==> config.mk <==
export PLATFORM = sky130hd
export DESIGN_NAME = uart_tx_burst_reader
export DESIGN_NICKNAME = d
export VERILOG_FILES = /design/src/rtl/uart_tx_burst_reader.sv
export SDC_FILE = /design/constraint.sdc
export NUM_CORES = 1
export LEC_CHECK = 0
export BUFFER_PORTS_ARGS = -buffer_cell sky130_fd_sc_hd__buf_2
export CORE_MARGIN = 2
export CORE_UTILIZATION = 54
export CTS_BUF_LIST = sky130_fd_sc_hd__clkbuf_4 sky130_fd_sc_hd__clkbuf_8
export DETAILED_ROUTE_END_ITERATION = 8
export HOLD_SLACK_MARGIN = 0.06
export PLACE_DENSITY = 0.81
export SKIP_LAST_GASP = 1
export SLEW_MARGIN = 20
export SYNTH_ARGS = -nofsm -noshare
export SYNTH_HDL_FRONTEND = slang
export SYNTH_SLANG_ARGS = --single-unit
==> constraint.sdc <==
create_clock -name clk -period 2.21 [get_ports clk]
set_input_delay 0.1105 -clock clk [delete_from_list [all_inputs] [get_ports clk]]
set_output_delay 0.1105 -clock clk [all_outputs]
set_load 0.03 [all_outputs]
==> src/rtl/uart_tx_burst_reader.sv <==
`default_nettype none
// ============================================================================
// Module  : uart_tx_burst_reader
// Brief   : Pops up to NO FIFO words per burst and sends each one as a UART
//           frame (start, W data bits LSB first, STOP_BITS stop bits).
// Rev     : 1.0
// ============================================================================
module uart_tx_burst_reader #(
  parameter int W            = 8,
  parameter int NO           = 2,
  parameter int CLKS_PER_BIT = 868,
  parameter int STOP_BITS    = 1
) (
  input  logic                    clk,
  input  logic                    rst,
  input  logic                    enable,
  input  logic [$clog2(NO+1)-1:0] can_pop,
  output logic [$clog2(NO+1)-1:0] pop,
  input  logic [NO-1:0][W-1:0]    pop_data,
  output logic                    tx,
  output logic                    busy
);

  localparam int CNT_W  = $clog2(NO + 1);
  localparam int IDX_W  = (NO > 1) ? $clog2(NO) : 1;
  localparam int BIT_W  = (W > 1) ? $clog2(W) : 1;
  localparam int BAUD_W = $clog2(CLKS_PER_BIT);

  localparam logic [CNT_W-1:0]  c_NO       = CNT_W'(NO);
  localparam logic [BAUD_W-1:0] c_BAUD_MAX = BAUD_W'(CLKS_PER_BIT - 1);
  localparam logic [BIT_W-1:0]  c_BIT_MAX  = BIT_W'(W - 1);
  localparam logic              c_STOP_MAX = (STOP_BITS == 2);

  typedef enum logic [1:0] {
    S_IDLE  = 2'd0,
    S_START = 2'd1,
    S_DATA  = 2'd2,
    S_STOP  = 2'd3
  } state_t;

  state_t               state_q;
  logic [BAUD_W-1:0]    baud_q;
  logic [BIT_W-1:0]     bit_q;
  logic                 stop_q;
  logic [CNT_W-1:0]     idx_q;
  logic [CNT_W-1:0]     nwords_q;
  logic [W-1:0]         buf_q [NO];
  logic                 tx_q;
  logic                 busy_q;

  logic [CNT_W-1:0]     w_pop_amt;
  logic                 w_fire;
  logic                 w_bit_end;
  logic [BIT_W-1:0]     w_next_bit;
  logic [CNT_W-1:0]     w_next_idx;
  logic                 w_more;
  logic [W-1:0]         w_cur_word;

  // Illegal can_pop values are clamped so pop can never exceed NO.
  assign w_pop_amt  = (can_pop > c_NO) ? c_NO : can_pop;
  assign w_fire     = !rst && enable && (state_q == S_IDLE) && (can_pop != '0);
  assign pop        = w_fire ? w_pop_amt : '0;

  assign w_bit_end  = (baud_q == c_BAUD_MAX);
  assign w_next_bit = bit_q + 1'b1;
  assign w_next_idx = idx_q + 1'b1;
  assign w_more     = (w_next_idx < nwords_q);
  assign w_cur_word = buf_q[idx_q[IDX_W-1:0]];

  assign tx   = tx_q;
  assign busy = busy_q;

  always_ff @(posedge clk) begin
    for (int l = 0; l < NO; l++) begin
      if (w_fire && (l < int'(w_pop_amt))) begin
        buf_q[l] <= pop_data[l];
      end
    end
  end

  // tx_q is loaded with the level of the upcoming bit so the line comes from a flop.
  always_ff @(posedge clk or posedge rst) begin
    if (rst) begin
      state_q  <= S_IDLE;
      baud_q   <= '0;
      bit_q    <= '0;
      stop_q   <= 1'b0;
      idx_q    <= '0;
      nwords_q <= '0;
      tx_q     <= 1'b1;
      busy_q   <= 1'b0;
    end else begin
      if (state_q != S_IDLE) begin
        baud_q <= w_bit_end ? '0 : baud_q + 1'b1;
      end
      case (state_q)
        S_IDLE: begin
          if (w_fire) begin
            nwords_q <= w_pop_amt;
            idx_q    <= '0;
            baud_q   <= '0;
            tx_q     <= 1'b0;
            busy_q   <= 1'b1;
            state_q  <= S_START;
          end
        end
        S_START: begin
          if (w_bit_end) begin
            bit_q   <= '0;
            tx_q    <= w_cur_word[0];
            state_q <= S_DATA;
          end
        end
        S_DATA: begin
          if (w_bit_end) begin
            if (bit_q == c_BIT_MAX) begin
              stop_q  <= 1'b0;
              tx_q    <= 1'b1;
              state_q <= S_STOP;
            end else begin
              bit_q <= w_next_bit;
              tx_q  <= w_cur_word[w_next_bit];
            end
          end
        end
        S_STOP: begin
          if (w_bit_end) begin
            if (stop_q == c_STOP_MAX) begin
              if (w_more) begin
                idx_q   <= w_next_idx;
                tx_q    <= 1'b0;
                state_q <= S_START;
              end else begin
                tx_q    <= 1'b1;
                busy_q  <= 1'b0;
                state_q <= S_IDLE;
              end
            end else begin
              stop_q <= 1'b1;
            end
          end
        end
        default: begin
          state_q <= S_IDLE;
          tx_q    <= 1'b1;
          busy_q  <= 1'b0;
        end
      endcase
    end
  end

  a_can_pop_legal: assert property (@(posedge clk) disable iff (rst) can_pop <= c_NO);

endmodule
`default_nettype wire

Word-level counts from Yosys, hierarchy flattened
Memory sizes are Yosys's and may differ from the RTL's.
Index checks and enable logic that the tools add are counted.

word-level totals
  input bits = 21
  word-level logic and storage cells = 97
  memories = 1
  output and inout port bits = 4
  bits in registers = 22
  memory bits (writable) = 16

cells by class
  add/subtract/negate cells = 3
  reduce and logical (&&, ||, !) cells = 19
  mux-type cells = 47
  equal/unequal tests = 14
  $lt $le $gt $ge = 5

memory list
  memory  words  width  read ports  clocked after Yosys merged registers in  wr ports  line  text
  buf_q   2      8      1           0                                        2         47    logic [W-1:0] buf_q [NO];

operator list
  cell                                                                           count
  10-bit two-way mux                                                             4
  2-bit two-way mux                                                              12
  1-bit two-way mux                                                              21
  2-bit inequality test (second input constant)                                  9
  5-bit AND reduction                                                            3
  10-bit by 1-bit adder with 10-bit output (second input constant)               1
  10-bit == test (second input constant)                                         1
  2-bit nonzero test                                                             5
  3-bit two-way mux                                                              3
  2-bit case mux with 4 select lines                                             1
  4-bit AND reduction                                                            2
  3-bit case mux with 2 select lines                                             1
  6-bit AND reduction                                                            1
  1-bit logical AND                                                              5
  2-bit == test (second input constant)                                          2
  1-bit by 2-bit less-than comparator with 1-bit output (first input constant)   2
  3-bit by 4-bit less-than comparator with 1-bit output (second input constant)  1
  1-bit case mux with 2 select lines                                             2
  1-bit case mux with 4 select lines                                             1
  2-bit case mux with 2 select lines                                             1
  3-bit by 1-bit adder with 3-bit output (second input constant)                 1
  1-bit binary-select mux with 3-bit select                                      1
  3-bit == test (second input constant)                                          1
  2-bit by 1-bit adder with 2-bit output (second input constant)                 1
  other kinds (6)                                                                6

Longest topological paths before layout
Gate-level depths: netlist (run 1).

  depth after elaboration = 7
  gate-level depth with buffers = 9
  depth with buffers taken out = 7

Worst setup path before layout (run 1)
No wires, ideal clock.

  kind = register to register
  from = register idx_q[0]
  to = register idx_q[0]
  buffers on the path = 2
  data arrival time = 1,913 ps
  setup time = 139 ps
  data required time = 2,071 ps
  slack = 157 ps
  cell stages (with the launch flop) = 10
  period minus slack after synthesis = 2,053 ps
  path through = dfrtp_1 > buf_4 > buf_8 > nor2b_1 > or2_2 > ha_1 > a21bo_2 > nand3_1 > o311ai_0 > o21ai_0

between the ends
  cells in the longest elaborated chain, start to end = 5
  elaborated cells between the ends (all ways) = 8
  classes of those cells = add/sub (1); order compare (1); eq/ne (1); mux (4); reduce/logical (1)

ends and longest elaborated chain
  element                                                             line  text
  from (decl)                                                         45    logic [CNT_W-1:0] idx_q;
  from (signal assigned)                                              130   idx_q <= w_next_idx;
  2-bit by 1-bit adder with 2-bit output *                            66    assign w_next_idx = idx_q + 1'b1;
  branches (longest 4 deep; another with 2-bit less-than comparator)  n/a

Every way passes the cells marked *. The select of a mux whose other input is x is not followed.
A chain may end at the register's enable or synchronous reset.

Worst setup path in the final report (run 1)
  from = register state_q[0]
  to = output port pop[1]

between the ends
  cells in the longest elaborated chain, start to end = 4

ends and longest elaborated chain
  element                          line  text
  from (decl)                      41    state_t state_q;
  from (signal assigned)           84    state_q <= S_IDLE;
  from (signal assigned)           104   state_q <= S_START;
  from (signal assigned)           111   state_q <= S_DATA;
  2-bit logical NOT                61    assign w_fire = !rst && enable && (state_q == S_IDLE) && (can_pop != '0);
  1-bit logical AND (2 in series)  61
  2-bit two-way mux                62    assign pop = w_fire ? w_pop_amt : '0;
  to (decl)                        18    output logic [$clog2(NO+1)-1:0] pop,

No other way between the ends.

==> results of run 1 <==
[cells by family after synthesis]
kind of cell | Yosys count | synth area share
xor gates and xnor gates | 2 | 0.00879
DFF | 37 | 0.505
AOI/OAI and AO/OA | 45 | 0.158
buffers and inverters | 18 | 0.0439
and+or+nand+nor | 53 | 0.166
muxes | 11 | 0.0684
adders and majority gates | 8 | 0.0502
[cell type report]
type | instances | area, µm²
Tap cell | 48 | 60.1
Timing Repair Buffer | 44 | 313
Clock inverter | 3 | 25.0
Clock buffer | 5 | 68.8
Fill cell | 255 | 1180
Multi-Input combinational cell | 119 | 908
Inverter | 12 | 45.0
Sequential cell | 37 | 1010
[registers in the layout (all words and copies together) (netlist names)]
| signal | flops |
|---|---|
| busy | 1 |
| idx_q | 2 |
| buf_q | 16 |
| baud_q | 10 |
| bit_q | 3 |
| tx | 1 |
| nwords_q | 2 |
| state_q | 2 |
[layout by cell type (no fill, tap or decap), types with 3 or more instances in the layout]
master         instances
a22o_1                 6
nand3_1                6
a21oi_1                6
nand2_1                8
and3_1                 4
o21ai_0               11
or3_1                  3
ha_1                   8
dfrtp_1               20
nor2b_1                8
nor2_1                 6
a21o_1                 4
mux2i_1                8
or2_2                  3
edfxtp_1              16
dlygate4sd3_1         17
buf_4                  3
clkbuf_8               5
buf_2                 24
inv_1                 12
[through the flow]
stage          power, mW  hold WS (ps)  cell area (µm²)
2_1_floorplan      0.740          86.3             1990
3_5_place_dp       0.761           289             2150
4_1_cts             1.26           128             2420
5_1_grt             1.30           142             2430
3_3_place_gp       0.759           288             2150
6_report            1.27           126             2430
[routing by layer]
layer | vias to the layer above | track usage | share of wire
li1 | 741 | - | -
met1 | 761 | 0.317 | 0.42
met2 | 66 | 0.398 | 0.51
met3 | 6 | 0.0469 | 0.057
met4 | 0 | 0.0851 | 0.011
met5 | - | 0 | 0
[power by group]
group | internal (mW) | total, mW | switching [mW]
clock network | 0.228 | 0.499 | 0.272
registers | 0.717 | 0.717 | 0
logic | 0.0332 | 0.0522 | 0.0190
total | 0.978 | 1.27 | 0.291
[critical path: stages (launching register included)]
cell and delay (ps):
dfrtp_1 440, inv_1 150, ha_1 350, and3_1 500, buf_2 290
[worst paths after layout]
kind | from | endpoint | slack (ps)
setup reg to reg | state_q[0] | state_q[1] | 80
hold reg to reg | nwords_q[1] | nwords_q[1] | 510
max in group asynchronous | rst | baud_q[5] | 1230
min in group asynchronous | rst | nwords_q[1] | 490
hold / removal | can_pop[1] | nwords_q[0] | 130
setup / recovery | state_q[0] | pop[1] | 70
[timing repair]
| item | CTS | global route |
|---|---|---|
| resized for setup | 0 | 4 |
| hold buffers | 17 | 0 |
| hold endpoints to repair | 36 | 0 |
| setup endpoints to repair | 0 | 8 |
==> results.json, run 1 <==
{
  "wirelength_um": 4420,
  "drive_gt1_frac": 0.218,
  "clkTransAtPathRegs_ps": 80,
  "fin_crit_ps": 2140,
  "status": "finished, final reports clean",
  "yosysUniqueCellTypes": 46,
  "skew_ps": 6.66,
  "leakage_nw": 1.02,
  "drv_slew": 0,
  "stdcell_count": 268,
  "crit_fanout": 10,
  "cp-end-kind": "primary output",
  "rows": 22,
  "route.detailed.drc": 0,
  "postCtsSetupBuffers": 0,
  "hold_depth": 3,
  "cts.sinks": 37,
  "powerDensity_mw_per_mm2": 523,
  "worstMarginPinSlew_ps": 767,
  "grt-ovfl-total": 0,
  "vias": 1574,
  "synthTopCellsByArea": "dfrtp_1 25%, edfxtp_1 24%, ha_1 5.0%, mux2i_1 4.0%, o21ai_0 2.8%",
  "critPathKind": "reg2out",
  "synth_ff_type": "dfrtp_1",
  "post-route-util": 0.673,
  "ant_nets": 0,
  "hold_viol_final": 0,
  "detail_route.wl_per_cell_um": 16.5,
  "ir_worst_vdd_uv": 384,
  "yosysSeqAreaShare": 0.505,
  "synth_top_cell_area_share": 0.251,
  "yosysTopAreaCell": "dfrtp_1",
  "cts_tree": "done",
  "die_w_um": 64.8,
  "drtPass1Iterations": 4,
  "placed_cells": 243,
  "setup_ws_ps": 72.1,
  "initial_core_util": 0.553,
  "rsz0062_at_grt": "yes",
  "io_buffers": 24,
  "synth_edf_count": 16,
  "syn_inst": 174,
  "ctsHtreeMaxLevel": 2,
  "post-dp-hpwl_um": 2720,
  "grt_max_degree": 22,
  "maxCapViolCount": 0,
  "rr_worst_depth": 5,
  "setup_viol": 0,
  "cts_buffer_depth": 2,
  "io_pins": 25,
  "antenna_cells": 0,
  "ys_ff_latch": 37,
  "antenna_found_initial": 0,
  "setup_tns_ps": 0,
  "critPathArrivalTime_ps": 2030,
  "hold_class": "in2reg",
  "yosys_warnings": 0,
  "grt_pass1_vias": 1603,
  "pre_cts_ws_ps": 146,
  "area_growth_pct": 21.8,
  "drt_iter0_drc": 63,
  "vias_per_cell": 5.87,
  "cp-start-kind": "flip-flop",
  "grt_pass1_wl_um": 7640,
  "fmax_ghz": 0.468,
  "period_share": 0.967,
  "yosys-top-cells-count": "20 x dfrtp_1, 16 x edfxtp_1, 12 x inv_1",
  "grt_usage": 0.241,
  "core_area_mm2": 0.00361,
  "syn_area_per_cell_um2": 11.5,
  "gp_congestion": 0.908,
  "cts_made_buffers": 5,
  "ys_async_sr_fraction": 0.568,
  "yosysMostFrequentCell": "dfrtp_1",
  "cts_root_buf": "clkbuf_8",
  "syn_area_mm2": 0.00199,
  "die_area_mm2": 0.00419,
  "syn-num-nets": 203,
  "worstPathRequired_ps": 2100,
  "clk_latency_ps": 300,
  "die_y_um": 64.8,
  "nets": 248,
  "slew_headroom": 0.488
}
Power figures use the tool's default switching activity.
==> inputs of run 2 (changes only) <==
--- a/config.mk
+++ b/config.mk
@@ -6,6 +6,7 @@
 export NUM_CORES = 1
 export LEC_CHECK = 0
 export BUFFER_PORTS_ARGS = -buffer_cell sky130_fd_sc_hd__buf_2
+export CAP_MARGIN = 20
 export CORE_MARGIN = 2
 export CORE_UTILIZATION = 54
 export CTS_BUF_LIST = sky130_fd_sc_hd__clkbuf_4 sky130_fd_sc_hd__clkbuf_8
==> constraint.sdc (replaced) <==
create_clock -name clk -period 2.21 [get_ports clk]
set_input_delay 0 -clock clk [delete_from_list [all_inputs] [get_ports clk]]
set_output_delay 0 -clock clk [all_outputs]
set_load 0.03 [all_outputs]
==> run 2 against run 1 <==
Sequential cell count is the same. Cell area grew 0.41%. Maximum frequency grew 0.81%. Utilization grew 0.28 points. Sequential power is essentially flat. Die area is the same. Clock skew shrank 1.7 ps. Count of clock-buffer cells in the layout is the same. Via count grew 0.70%. Critical path depth grew 1. Global-route usage is essentially flat. Critical path type is now reg2reg.
==> results.json, run 2 (synthesis gave the netlist of run 1 again) <==
{
  "core_area_mm2": 0.00361,
  "nets": 249,
  "rr_worst_depth": 5,
  "gp_congestion": 0.908,
  "detail_route.wl_per_cell_um": 16.2,
  "timing.rr.end": "state_q[1]",
  "nFillCells": 253,
  "clkTransAtPathRegs_ps": 80,
  "placed_cells": 243,
  "hold_class": "in2reg",
  "slew_headroom": 0.477,
  "critPathArrivalTime_ps": 2300,
  "drv_slew": 0,
  "layout_common_cells": "24 x buf_2, 20 x dfrtp_1, 18 x dlygate4sd3_1, 16 x edfxtp_1, 12 x inv_1",
  "area_growth_pct": 22.3,
  "cts_root_buf": "clkbuf_8",
  "die_area_mm2": 0.00419,
  "vias_per_cell": 5.89,
  "cts_made_buffers": 5,
  "post-route-util": 0.676,
  "setup_viol": 0,
  "fin_crit_ps": 2120,
  "period_share": 0.960,
  "layout_commonest_cell": "buf_2",
  "grt_pass1_wl_um": 7650,
  "grt_usage": 0.241,
  "rrSetupSlack_ps": 90,
  "leakage_nw": 1.02,
  "cts_buffer_depth": 2,
  "grt-ovfl-total": 0,
  "drt_iter0_drc": 83,
  "powerDensity_mw_per_mm2": 519,
  "fmax_ghz": 0.472,
  "die_y_um": 64.8,
  "largest-register": "buf_q",
  "initial_core_util": 0.553,
  "r2r_start": "state_q[0]",
  "antenna_cells": 0,
  "largest_reg_flops": 16,
  "grt_max_degree": 22,
  "rsz0062_at_grt": "yes",
  "worstPathRequired_ps": 2390,
  "stdcell_count": 269,
  "antenna_found_initial": 0,
  "io_buffers": 24,
  "ir_worst_vdd_uv": 378,
  "hold_slack_ps": 112,
  "hold_path_startpoint": "can_pop[0]",
  "drive_gt1_frac": 0.217,
  "holdPathEnd": "nwords_q[0]",
  "vias": 1585,
  "skew_ps": 4.95,
  "worstMarginPinSlew_ps": 784,
  "cp-start-kind": "flip-flop",
  "grt_pass1_vias": 1602,
  "ant_nets": 0,
  "route.detailed.drc": 0,
  "rows": 22,
  "drtPass1Iterations": 7,
  "die_w_um": 64.8,
  "ctsHtreeMaxLevel": 2,
  "cp-end-kind": "flip-flop",
  "clk_latency_ps": 290,
  "maxCapViolCount": 0,
  "top_regs": "buf_q (16), baud_q (10), bit_q (3)",
  "io_pins": 25,
  "wirelength_um": 4370,
  "postCtsSetupBuffers": 0,
  "cts.sinks": 37,
  "critPathKind": "reg2reg",
  "post-dp-hpwl_um": 2720,
  "hold_depth": 3,
  "status": "finished, final reports clean",
  "hold_viol_final": 0,
  "crit_fanout": 7,
  "cts_tree": "done"
}
## run 2: worst max-delay path by stage
stage,slack [ps],from,cells past startpoint,end
2_1_floorplan,160,idx_q[0],9,idx_q[0]
3_3_place_gp,200,idx_q[0],7,idx_q[0]
3_5_place_dp,150,idx_q[0],7,tx
4_1_cts,120,idx_q[0],7,tx
5_1_grt,-30,idx_q[0],7,idx_q[1]
6_report,90,state_q[0],5,state_q[1]
## run 2: per-stage QoR
step / instance area, µm² / total power, mW / setup WS (ps) / setup TNS (ps)
finish: 2440 / 1.26 / 89.2 / 0
global route: 2440 / 1.30 / -31.5 / -62.7
CTS: 2430 / 1.27 / 122 / 0
detailed placement: 2150 / 0.761 / 146 / 0
global placement: 2150 / 0.759 / 203 / 0
floorplan: 1990 / 0.740 / 157 / 0
## run 2: final cells by class
type	instances	area (µm²)	area share
Sequential cell	37	1010	0.413
Multi-Input combinational cell	119	908	0.373
Timing Repair Buffer	45	323	0.132
Clock buffer	5	68.8	0.0282
Tap cell	48	60.1	0.0246
Inverter	12	45.0	0.0185
Clock inverter	3	25.0	0.0103
## run 2: where the power goes
group          switching, mW  total [mW]  internal [mW]
registers                  0       0.717          0.717
logic                 0.0193      0.0537         0.0344
clock network          0.266       0.493          0.227
total                  0.285        1.26          0.979
## run 2: critical path, stage by stage, from the launching register on
cell and delay, ps:
dfrtp_1 440, inv_1 120, ha_1 290, or3_1 400
a211oi_2 360, mux2_2 390
## run 2: metal layers
layer	wire length, µm	global-route usage	vias to the layer above
met3	228	0.0469	9
met5	0	0	-
met4	53	0.0851	0
li1	-	-	740
met2	2260	0.398	67
met1	1830	0.319	769
## run 2: repair_timing
| action | 4_1_cts | 5_1_grt |
|---|---|---|
| hold buffers | 18 | 0 |
| setup endpoints to repair | 0 | 8 |
| hold endpoints to repair | 37 | 0 |
| gates resized for setup | 0 | 4 |
